File: src/rtl/cic_pkg.sv
// Shared types for the CIC rate controller and its phase counter.
package cic_pkg;

  localparam int OSW_DEF = 3;

  typedef logic [OSW_DEF-1:0] os_sel_t;

  typedef enum logic [1:0] {
    ST_RUN,
    ST_DRAIN,
    ST_CLEAR,
    ST_SETTLE
  } cic_rate_state_e;

endpackage

File: src/rtl/cic_phase_cnt.sv
// Decimation phase counter: counts in_valid, flags the frame's last sample, registers it as clk_div.
// Latency: terminal in_valid -> clk_div 1 cycle; clr zeroes the phase and swallows that cycle's sample.
// Backpressure: none, in_valid is consumed every cycle it is asserted.
module cic_phase_cnt
  import cic_pkg::*;
#(
  parameter int OSW = OSW_DEF
) (
  input  logic           clk,
  input  logic           reset,
  input  logic           in_valid,
  input  logic           clr,
  input  logic [OSW-1:0] os_sel,
  output logic           clk_div
);

  // Wide enough for the largest ratio, 2^(2^OSW-1), so every select value gets a full frame.
  localparam int CNTW = (1 << OSW) - 1;

  logic [CNTW-1:0] cnt;
  logic [CNTW-1:0] cnt_last;
  logic            term;

  assign cnt_last = {CNTW{1'b1}} >> (CNTW - int'(os_sel));
  assign term     = in_valid && !clr && (cnt == cnt_last);

  always_ff @(posedge clk) begin
    if (reset) begin
      cnt     <= '0;
      clk_div <= 1'b0;
    end else begin
      clk_div <= term;
      if (clr) begin
        cnt <= '0;
      end else if (in_valid) begin
        cnt <= term ? '0 : cnt + CNTW'(1);
      end
    end
  end

endmodule

File: src/rtl/cic_rate_ctrl.sv
// Rate controller for cic_filter: decimation strobe plus frame-aligned os_sel changes (CIC_RATE_CTRL_SETTLE_EN adds output discard).
// Latency: clk_div 1 cycle after terminal in_valid; filt_clr 1 cycle after the last old-rate clk_div; new os_sel 1 cycle later.
// Backpressure: none; os_sel_wr is ignored while busy is high in CLEAR/SETTLE.
module cic_rate_ctrl
  import cic_pkg::*;
#(
  parameter int OSW      = OSW_DEF,
  parameter int OS_RESET = 1,
  parameter int SETTLE   = 3
) (
  input  logic           clk,
  input  logic           reset,
  input  logic           in_valid,
  input  logic [OSW-1:0] os_sel_req,
  input  logic           os_sel_wr,
  output logic [OSW-1:0] os_sel,
  output logic           clk_div,
  output logic           filt_clr,
  output logic           out_valid,
  output logic           busy
);

`ifdef CIC_RATE_CTRL_SETTLE_EN
  localparam bit SETTLE_EN = 1'b1;
`else
  localparam bit SETTLE_EN = 1'b0;
`endif
  localparam int SETTLE_EFF = SETTLE_EN ? SETTLE : 0;

  cic_rate_state_e state;
  cic_rate_state_e state_nxt;
  logic [OSW-1:0]  os_sel_q;
  logic [OSW-1:0]  pend;
  logic            req_new;
  logic            drain_exit;
  logic            cnt_clr;

  assign req_new    = os_sel_wr && (os_sel_req != os_sel_q);
  assign drain_exit = (state == ST_DRAIN) && clk_div;
  // The drain exit cycle already belongs to the clear: counting its sample could
  // raise a stray old-rate strobe inside CLEAR, and CLEAR would zero it anyway.
  assign cnt_clr    = (state == ST_CLEAR) || drain_exit;

  cic_phase_cnt #(
    .OSW (OSW)
  ) u_phase_cnt (
    .clk      (clk),
    .reset    (reset),
    .in_valid (in_valid),
    .clr      (cnt_clr),
    .os_sel   (os_sel_q),
    .clk_div  (clk_div)
  );

`ifdef CIC_RATE_CTRL_SETTLE_EN
  localparam logic [3:0] SETTLE_LAST = 4'((SETTLE_EFF > 0) ? SETTLE_EFF - 1 : 0);
  logic [3:0] disc_cnt;

  always_ff @(posedge clk) begin
    if (reset) begin
      disc_cnt <= '0;
    end else if (state == ST_CLEAR) begin
      disc_cnt <= '0;
    end else if ((state == ST_SETTLE) && clk_div) begin
      disc_cnt <= disc_cnt + 4'd1;
    end
  end
`endif

  // A write coincident with a terminal count still passes through DRAIN for the
  // one cycle its strobe is in flight, so CLEAR always follows the final clk_div.
  always_comb begin
    state_nxt = state;
    case (state)
      ST_RUN: begin
        if (req_new) state_nxt = ST_DRAIN;
      end
      ST_DRAIN: begin
        if (clk_div) state_nxt = ST_CLEAR;
      end
      ST_CLEAR: begin
        state_nxt = (SETTLE_EFF == 0) ? ST_RUN : ST_SETTLE;
      end
      ST_SETTLE: begin
`ifdef CIC_RATE_CTRL_SETTLE_EN
        if (clk_div && (disc_cnt == SETTLE_LAST)) state_nxt = ST_RUN;
`else
        state_nxt = ST_RUN;
`endif
      end
      default: state_nxt = ST_RUN;
    endcase
  end

  always_ff @(posedge clk) begin
    if (reset) begin
      state    <= ST_RUN;
      os_sel_q <= OSW'(OS_RESET);
      pend     <= OSW'(OS_RESET);
    end else begin
      state <= state_nxt;
      if (((state == ST_RUN) && req_new) || ((state == ST_DRAIN) && os_sel_wr)) begin
        pend <= os_sel_req;
      end
      if (state == ST_CLEAR) begin
        os_sel_q <= pend;
      end
    end
  end

  assign os_sel   = os_sel_q;
  assign filt_clr = (state == ST_CLEAR);
  assign busy     = (state != ST_RUN);
`ifdef CIC_RATE_CTRL_SETTLE_EN
  assign out_valid = clk_div && (state != ST_SETTLE);
`else
  assign out_valid = clk_div;
`endif

endmodule

File: config.mk
export PLATFORM = sky130hd
export DESIGN_NAME = cic_rate_ctrl
export DESIGN_NICKNAME = d
export VERILOG_FILES = /design/src/rtl/cic_pkg.sv /design/src/rtl/cic_phase_cnt.sv /design/src/rtl/cic_rate_ctrl.sv
export SDC_FILE = /design/constraint.sdc
export NUM_CORES = 1
export LEC_CHECK = 0
export CAP_MARGIN = 15
export CORE_MARGIN = 1
export CORE_UTILIZATION = 30
export CTS_BUF_LIST = sky130_fd_sc_hd__clkbuf_4 sky130_fd_sc_hd__clkbuf_8
export CTS_CLUSTER_SIZE = 25
export DETAILED_ROUTE_END_ITERATION = 6
export PLACE_DENSITY_LB_ADDON = 0.2
export SLEW_MARGIN = 30
export SYNTH_ARGS = -nofsm -noshare
export SYNTH_HDL_FRONTEND = slang
export SYNTH_SLANG_ARGS = --single-unit
File: constraint.sdc
create_clock -name clk -period 1.7 [get_ports clk]
set_clock_uncertainty 0.05 [all_clocks]
set_input_delay 0.17 -clock clk [delete_from_list [all_inputs] [get_ports clk]]
set_output_delay 0.17 -clock clk [all_outputs]
set_load 0.05 [all_outputs]
==> results.toml, run 1 <==
[cts]
clkTransAtPathRegs_ns = 0.10
clk_latency_ns = 0.28
h-tree-depth = 1
cts.sinks = 16
ctsHoldBuffers = 0
cts_root_buffer = "clkbuf_4"
clockBufferDepth = 2
cts_tree = "done"
post_cts_buffers = 0
cts_buffers = 3

[sta]
hold_viol = 0
worstMarginPinSlew_ns = 0.414
fin_tns_setup_ns = 0
fmax_mhz = 625
slew_viol_final = 0
setup_viol = 0
finalCritPeriodShare_pct = 94.1
period_needed_ns = 1.60
slew-limit-headroom_pct = 72.1
rsz0062_at_grt = "no"

[critical_path]
slowest_stage = "dfxtp_2"
crit_fanout = 10
crit_path_start = "os_sel[2]"
worstPathCellList = "and3_1 -> o21ai_0 -> a2111oi_4 -> buf_4 -> and3b_1"
ff2ff_path_depth = 5
critPathLaunchType = "flip-flop"
timing.rr.start = "os_sel[2]"
worst-setup-path-type = "flip-flop to flip-flop"
critPathMaxStageDelay_ns = 0.50
worstPathArrival_ns = 1.78
r2r_slack_ns = 0.10
reg2reg_to = "u_phase_cnt.clk_div"
crit_required_ns = 1.88
critPathCaptureType = "flip-flop"

[synth]
ys_top_cells_by_count = "dfxtp_1, nand2_1, a21oi_1, nor3_1, xor2_1"
synthArstFlopShare_pct = 0
syn_area_per_cell_um2 = 8.89
synthCells = 107
synth.area.top_cells = "dfxtp_1, a21oi_1, nand2_1, xor2_1, nor3_1"
synth_nets = 115
synthMuxAreaShare_pct = 4.34
ys_ff_latch = 16
synth_flop_cell = "dfxtp_1"
syn-cell-area_um2 = 951
yosysWarnings = 0
synth_fa_ha_area_share_pct = 1.32
synth_top_family_by_area = "simple AND/OR/NAND/NOR gates"
ys_seq_area_share_pct = 33.7
synthSimpleGateAreaFrac_pct = 23.7
yosysMostFrequentCell = "dfxtp_1"
synth_edf_count = 0
yosysUniqueCellTypes = 36
synth_xor_area_share_pct = 10.0
yosysTopAreaCell = "dfxtp_1"
synth_top_area_share_pct = 33.7
synth_compound_area_share_pct = 21.1

[pwr]
power_frac_seq_pct = 49.4
p_int_mw = 0.599
p_clk_share_pct = 31.5
p_sw_mw = 0.215
combPwrFrac_pct = 19.1
ir_drop_mv = 0.306
sw_frac_of_total_pct = 26.5
leakage_nw = 0.500
p_per_area_nw_per_um2 = 650

[grt]
use_met3_pct = 2.20
grt-ovfl-total = 0
grt_pass1_vias = 837
grt_pass1_wl_um = 3880
grt_max_degree = 14
gr-max-usage-layer = "met2"
grt_use_total_pct = 15.0
met1_usage_pct = 21.5
grt_use_met2_pct = 23.0
antenna_found_initial = 0

[die]
die_y_um = 58.3
rows = 20
start_util_pct = 31.4
dieArea_um2 = 3400
core_area_um2 = 3030
pin_count = 14
die_w_um = 58.3

[min_path]
hold_start = "pend[1]"
hold_end = "os_sel[1]"
hp-class = "flip-flop to flip-flop"
hold-path-cell-count = 2

[placed_design]
port_buffers = 13
dp_hpwl_um = 1550
gp_congestion = 0.765

[detailed_routing]
ant_nets = 0
wl_um = 2110
drt-vias-per-instance = 4.80
avgRoutedWirePerCell_um = 12.2
drt_iter0_markers = 12
routed-via-count = 830
drc = 0
dr.pass1.iters = 4

[layout]
layout-drive-gt1-share_pct = 27.1
syn2layout_area_growth_pct = 31.7
multi_input_area_um2 = 599
postLayoutCoreUtil_pct = 41.4
nFillCells = 304
fin_nets = 138
final-seq-area_um2 = 327
antenna_cells = 0

[run_status]
outcome = "complete, no violations"

[run]
drv_cap = 0
-- metrics by stage --
step	worst slack [ns]	area [um^2]	power, mW	cells	hold slack [ns]
5_1_grt	0.0275	1250	0.869	173	0.442
2_1_floorplan	0.0187	957	0.501	107	0.264
3_5_place_dp	-0.0518	1190	0.563	169	0.391
6_report	0.101	1250	0.814	173	0.407
3_3_place_gp	0.00655	1190	0.562	169	0.392
4_1_cts	0.0139	1240	0.829	173	0.402
-- kinds of logic (layout without fill, tap and decap cells) --
| kind of cell | Yosys count | after routing |
|---|---|---|
| AO/OA/AOI/OAI | 25 | 25 |
| adder cells (fa/ha/maj) | 1 | 1 |
| flip-flops | 16 | 16 |
| AND/OR/NAND/NOR | 42 | 42 |
| XOR/XNOR | 10 | 10 |
| buffers and inverters | 9 | 31 |
| multiplexers | 4 | 4 |
-- critical path: cells and delay by family (launching register included) --
kind,cells,cell delay [ns]
compound gates,2,0.44
buf+inv,1,0.21
simple gates,2,0.35
flops,1,0.50
-- cells in the final DEF (no fill, tap or decap), types with 2 or more instances in the layout --
cell type and count:
a21oi_1 11, and3b_1 2, buf_12 2, buf_4 17
clkbuf_4 3, clkdlybuf4s50_1 6, dfxtp_1 13, dfxtp_2 2
inv_1 2, mux2i_1 3, nand2_1 14, nand2b_1 2
nand4_1 3, nor2_1 4, nor3_1 7, o21a_1 3
o21ai_0 3, or3_1 3, xnor2_1 4, xor2_1 5
-- area by class of cell --
cell class	count	share of cell area, %
clock buffers	4	2.90
repair buffers	25	18.2
inverters	2	0.599
flip-flops and latches	16	26.1
well taps	44	4.40
multi-input cells	82	47.9
-- repair_timing --
item                       CTS  global route
resized for setup            1             3
pin swaps                    0             1
setup endpoints to repair    8             8
-- sequential cells by signal, summed over array words and instances, names as in the netlist --
signal / count
u_phase_cnt.cnt: 7
u_phase_cnt.clk_div: 1
state: 2
os_sel: 3
pend: 3
-- layer usage --
metal | wire [um] | part of all wire [%]
met1 | 1080 | 51
met2 | 962 | 46
met3 | 61 | 2.9
met4 | 13 | 0.62
met5 | 0 | 0
-- worst max path at each step --
stage / end / slack (ns) / depth (start not counted)
2_1_floorplan: u_phase_cnt.clk_div / 0.02 / 5
6_report: u_phase_cnt.clk_div / 0.10 / 5
3_5_place_dp: u_phase_cnt.cnt[2] / -0.05 / 5
4_1_cts: u_phase_cnt.clk_div / 0.01 / 5
5_1_grt: u_phase_cnt.clk_div / 0.03 / 5
3_3_place_gp: pend[1] / 0.007 / 5
-- power groups by stage --
| stage | Combinational (mW) | Sequential, mW | Clock (mW) |
|---|---|---|---|
| global placement | 0.151 | 0.411 | 0 |
| floorplan | 0.0867 | 0.414 | 0 |
| CTS | 0.156 | 0.402 | 0.270 |
| detailed placement | 0.152 | 0.411 | 0 |
| global route | 0.168 | 0.406 | 0.295 |
| finish | 0.156 | 0.402 | 0.256 |
(Power assumes the default switching activity.)
==> run 2, diff against run 1 <==
--- a/config.mk
+++ b/config.mk
@@ -6,11 +6,13 @@
 export NUM_CORES = 1
 export LEC_CHECK = 0
 export CAP_MARGIN = 15
+export CORE_ASPECT_RATIO = 1.2
 export CORE_MARGIN = 1
 export CORE_UTILIZATION = 30
 export CTS_BUF_LIST = sky130_fd_sc_hd__clkbuf_4 sky130_fd_sc_hd__clkbuf_8
 export CTS_CLUSTER_SIZE = 25
 export DETAILED_ROUTE_END_ITERATION = 6
+export GPL_TIMING_DRIVEN = 1
 export PLACE_DENSITY_LB_ADDON = 0.2
 export SLEW_MARGIN = 30
 export SYNTH_ARGS = -nofsm -noshare
==> results.toml, run 2 (synthesis results as in run 1) <==
[run_status]
outcome = "complete, no violations"

[layout]
layout-drive-gt1-share_pct = 25.6
largest_reg_flops = 7
regMostFlops = "u_phase_cnt.cnt"
antenna_cells = 0
postLayoutCellArea_um2 = 1230
syn2layout_area_growth_pct = 29.2
fin_nets = 138
layout.cells.non_filler = 165
multi_input_area_um2 = 586
layout_commonest_cell = "buf_4"
final_cell_mix = "buf_4, nand2_1, dfxtp_1, a21oi_1, nor3_1"
nFillCells = 327
final-seq-area_um2 = 327

[detailed_routing]
avgRoutedWirePerCell_um = 12.2
routed-via-count = 854
drc = 0
drt-vias-per-instance = 5.18
wl_um = 2020
ant_nets = 0
dr.pass1.iters = 4
drt_iter0_markers = 20

[critical_path]
critPathLaunchType = "flip-flop"
ff2ff_path_depth = 3
crit_path_start = "os_sel[2]"
worstPathArrival_ns = 1.77
reg2reg_to = "u_phase_cnt.clk_div"
crit_fanout = 10
crit_end = "u_phase_cnt.clk_div"
timing.rr.start = "os_sel[2]"
worst-setup-path-type = "flip-flop to flip-flop"
critPathCaptureType = "flip-flop"
r2r_slack_ns = 0.11
crit_required_ns = 1.89

[pwr]
p_clk_share_pct = 31.7
p_per_area_nw_per_um2 = 665
p_sw_mw = 0.218
p_int_mw = 0.598
sw_frac_of_total_pct = 26.7
leakage_nw = 0.498
ir_drop_mv = 0.489
power_frac_seq_pct = 49.3
combPwrFrac_pct = 19.0

[placed_design]
pre_cts_slack_ns = -0.00677
dp_cells = 161
placed_area_um2 = 1180
dp_hpwl_um = 1470
gp_congestion = 0.800
port_buffers = 13

[cts]
cts_tree = "done"
cts_root_buffer = "clkbuf_4"
clk_latency_ns = 0.29
cts_buffers = 3
clkTransAtPathRegs_ns = 0.10
cts.sinks = 16
clockBufferDepth = 2
h-tree-depth = 1

[die]
die_y_um = 63.7
dieArea_um2 = 3400
pin_count = 14
start_util_pct = 31.4
rows = 22
core_area_um2 = 3030
die_w_um = 53.4

[grt]
grt_use_total_pct = 14.2
grt_max_degree = 14
grt_pass1_wl_um = 3630
grt-ovfl-total = 0
antenna_found_initial = 0
grt_pass1_vias = 850

[sta]
worstMarginPinSlew_ns = 0.595
rsz0062_at_grt = "no"
slew-limit-headroom_pct = 59.8
timing.final.ws_setup_ns = 0.115
hold_viol = 0
slew_viol_final = 0
finalCritPeriodShare_pct = 93.2
setup_viol = 0
period_needed_ns = 1.59
fmax_mhz = 631
fin_tns_setup_ns = 0

[min_path]
hp-class = "flip-flop to flip-flop"

[run]
drv_cap = 0
## run 2: cell counts in the layout (fill, tap and decap cells not counted)
No cell type changed its count.
## run 2: critical path, stage by stage, from the launching register on
cell and delay, ns:
dfxtp_2 0.41, o41ai_1 0.62, a2bb2oi_4 0.28, and3b_1 0.19
## run 2: worst min-delay path by stage
stage	startpoint	to	depth (start not counted)
after floorplan	os_sel_req[1]	pend[1]	2
after global placement	pend[1]	os_sel[1]	2
after detailed placement	pend[1]	os_sel[1]	2
after CTS	pend[1]	os_sel[1]	2
after global routing	pend[1]	os_sel[1]	2
final	pend[1]	os_sel[1]	2
## run 2: power by group through the flow
stage / combinational (mW) / sequential (mW) / clock, mW
global route: 0.168 / 0.405 / 0.290
detailed placement: 0.151 / 0.411 / 0
finish: 0.155 / 0.403 / 0.259
global placement: 0.150 / 0.411 / 0
floorplan: 0.0867 / 0.414 / 0
CTS: 0.152 / 0.402 / 0.272
## run 2: final cells by class
type	count	area share, %
flip-flops and latches	16	26.6
well taps	36	3.67
multi-input cells	82	47.7
clock buffers	4	2.95
inverters	2	0.611
repair buffers	25	18.5
## run 2: through the flow
step / power [mW] / util (%) / hold slack (ns)
after floorplan: 0.501 / - / 0.264
after global placement: 0.560 / 39.0 / 0.395
after detailed placement: 0.562 / 39.0 / 0.392
after CTS: 0.827 / 40.2 / 0.409
after global routing: 0.863 / 40.6 / 0.431
final: 0.817 / 40.6 / 0.408
## run 2: what timing repair did
item                       in CTS  in global routing
hold buffers                    0                  0
gates resized for setup         0                  1
setup endpoints to repair       0                  5
buffers inserted                0                  0
## run 2: layer usage
| metal | wire length, um | vias up | global-route usage, % |
|---|---|---|---|
| met3 | 71 | 4 | 2.90 |
| li1 | - | 425 | - |
| met1 | 1010 | 410 | 18.2 |
| met4 | 38 | 0 | 6.58 |
| met2 | 905 | 15 | 22.2 |
| met5 | 0 | - | 0 |
==> run 3, diff against run 2 <==
==> constraint.sdc (replaced) <==
create_clock -name clk -period 1.7 [get_ports clk]
set_clock_uncertainty 0.05 [all_clocks]
set_input_delay 0.17 -clock clk [delete_from_list [all_inputs] [get_ports clk]]
set_output_delay 0.17 -clock clk [all_outputs]
set_load 0.005 [all_outputs]
==> results.toml, run 3 (synthesis results as in run 1) <==
[placed_design]
dp_hpwl_um = 1540
placed_area_um2 = 1200
gp_congestion = 0.818
port_buffers = 13

[sta]
slew-limit-headroom_pct = 73.3
slew_viol_final = 0
fmax_mhz = 634
finalCritPeriodShare_pct = 92.7
setup_viol = 0
worstMarginPinSlew_ns = 0.397
period_needed_ns = 1.58
hold_viol = 0
rsz0062_at_grt = "no"
fin_tns_setup_ns = 0
hold-worst-slack_ns = 0.399

[cts]
post_cts_buffers = 0
cts_root_buffer = "clkbuf_4"
h-tree-depth = 1
cts_tree = "done"
clkTransAtPathRegs_ns = 0.09
cts_buffers = 3
clockBufferDepth = 2
ctsHoldBuffers = 0
clk_latency_ns = 0.28
cts.sinks = 16

[critical_path]
critPathLaunchType = "flip-flop"
ff2ff_path_depth = 6
critPathMaxStageDelay_ns = 0.37
timing.rr.start = "os_sel[1]"
worstPathCellList = "buf_4 -> a2111oi_1 -> a21oi_1 -> a2bb2oi_2 -> buf_4 -> and3b_1"
worstPathArrival_ns = 1.76
crit_required_ns = 1.88
crit_path_start = "os_sel[1]"
crit_top_cell = "buf_4"
worst-setup-path-type = "flip-flop to flip-flop"
crit_end = "u_phase_cnt.clk_div"
critPathCaptureType = "flip-flop"
reg2reg_to = "u_phase_cnt.clk_div"
crit_fanout = 6
r2r_slack_ns = 0.12
slowest_stage = "dfxtp_2"

[layout]
syn2layout_area_growth_pct = 29.9
largest_reg_flops = 7
fin_nets = 142
nFillCells = 323
regMostFlops = "u_phase_cnt.cnt"
antenna_cells = 0
layout-drive-gt1-share_pct = 24.2
final_cell_mix = "buf_4, nand2_1, clkdlybuf4s50_1, dfxtp_1, a21oi_1"
postLayoutCoreUtil_pct = 40.8
postLayoutCellArea_um2 = 1230
layout_commonest_cell = "buf_4"

[detailed_routing]
drt_iter0_markers = 22
ant_nets = 0
avgRoutedWirePerCell_um = 11.9
dr.pass1.iters = 4
wl_um = 2000
drc = 0
routed-via-count = 845
drt-vias-per-instance = 5.03

[die]
dieArea_um2 = 3400
die_w_um = 53.4
die_y_um = 63.7
rows = 22
pin_count = 14
core_area_um2 = 3030
start_util_pct = 31.4

[run_status]
outcome = "complete, no violations"

[grt]
antenna_found_initial = 0
grt_pass1_wl_um = 3460
grt_use_total_pct = 13.9
grt-ovfl-total = 0
grt_max_degree = 10
grt_pass1_vias = 774

[pwr]
p_total_mw = 0.731
p_per_area_nw_per_um2 = 592
leakage_nw = 0.493
ir_drop_mv = 0.290

[run]
drv_cap = 0

[min_path]
hp-class = "flip-flop to flip-flop"
==> run 3: worst min-delay path by stage <==
stage | startpoint | endpoint | slack [ns] | cells after the start
after floorplan | os_sel_req[1] | pend[1] | 0.26 | 2
after global placement | pend[1] | os_sel[1] | 0.40 | 2
after detailed placement | pend[1] | os_sel[1] | 0.40 | 2
after CTS | pend[1] | os_sel[1] | 0.41 | 2
after global routing | pend[2] | os_sel[2] | 0.44 | 2
final | pend[1] | os_sel[1] | 0.40 | 2
==> run 3: metrics by stage <==
stage | std cells | setup slack (ns)
3_5_place_dp | 165 | -0.0158
4_1_cts | 168 | 0.0170
3_3_place_gp | 165 | 0.000967
5_1_grt | 168 | 0.00857
6_report | 168 | 0.124
2_1_floorplan | 107 | 0.148
==> run 3: area by class of cell <==
| cell class | instances | area, um^2 | area share, % |
|---|---|---|---|
| inverter | 2 | 10.0 | 0.811 |
| sequential | 16 | 325 | 26.3 |
| clock buffer | 3 | 22.5 | 1.82 |
| tap | 36 | 45.0 | 3.65 |
| timing repair buffer | 29 | 249 | 20.2 |
| multi-input combinational | 82 | 583 | 47.2 |
==> run 3: per-layer routing <==
layer  vias up  wire length [um]  global-route usage [%]
li1        436                 -                       -
met1       389               995                    19.9
met2        16               904                    18.9
met3         4                63                    1.45
met4         0                32                    8.88
met5         -                 0                       0
==> run 3: what timing repair did <==
item | 4_1_cts | 5_1_grt
pin swaps | 0 | 1
hold endpoints to repair | 0 | 0
endpoints found under the setup margin | 3 | 12
gates resized for setup | 5 | 5
==> run 3: power breakdown <==
group | internal, mW | total, mW | switching, mW
clock network | 0.0823 | 0.200 | 0.117
registers | 0.389 | 0.404 | 0.0149
logic | 0.0738 | 0.128 | 0.0542
==> run 3: critical path: cells and delay by family, from the launching register on <==
family / cells / cell delay, ns
AND/OR/NAND/NOR: 1 / 0.15
AO/OA/AOI/OAI: 3 / 0.64
flip-flops: 1 / 0.37
buffers and inverters: 2 / 0.31
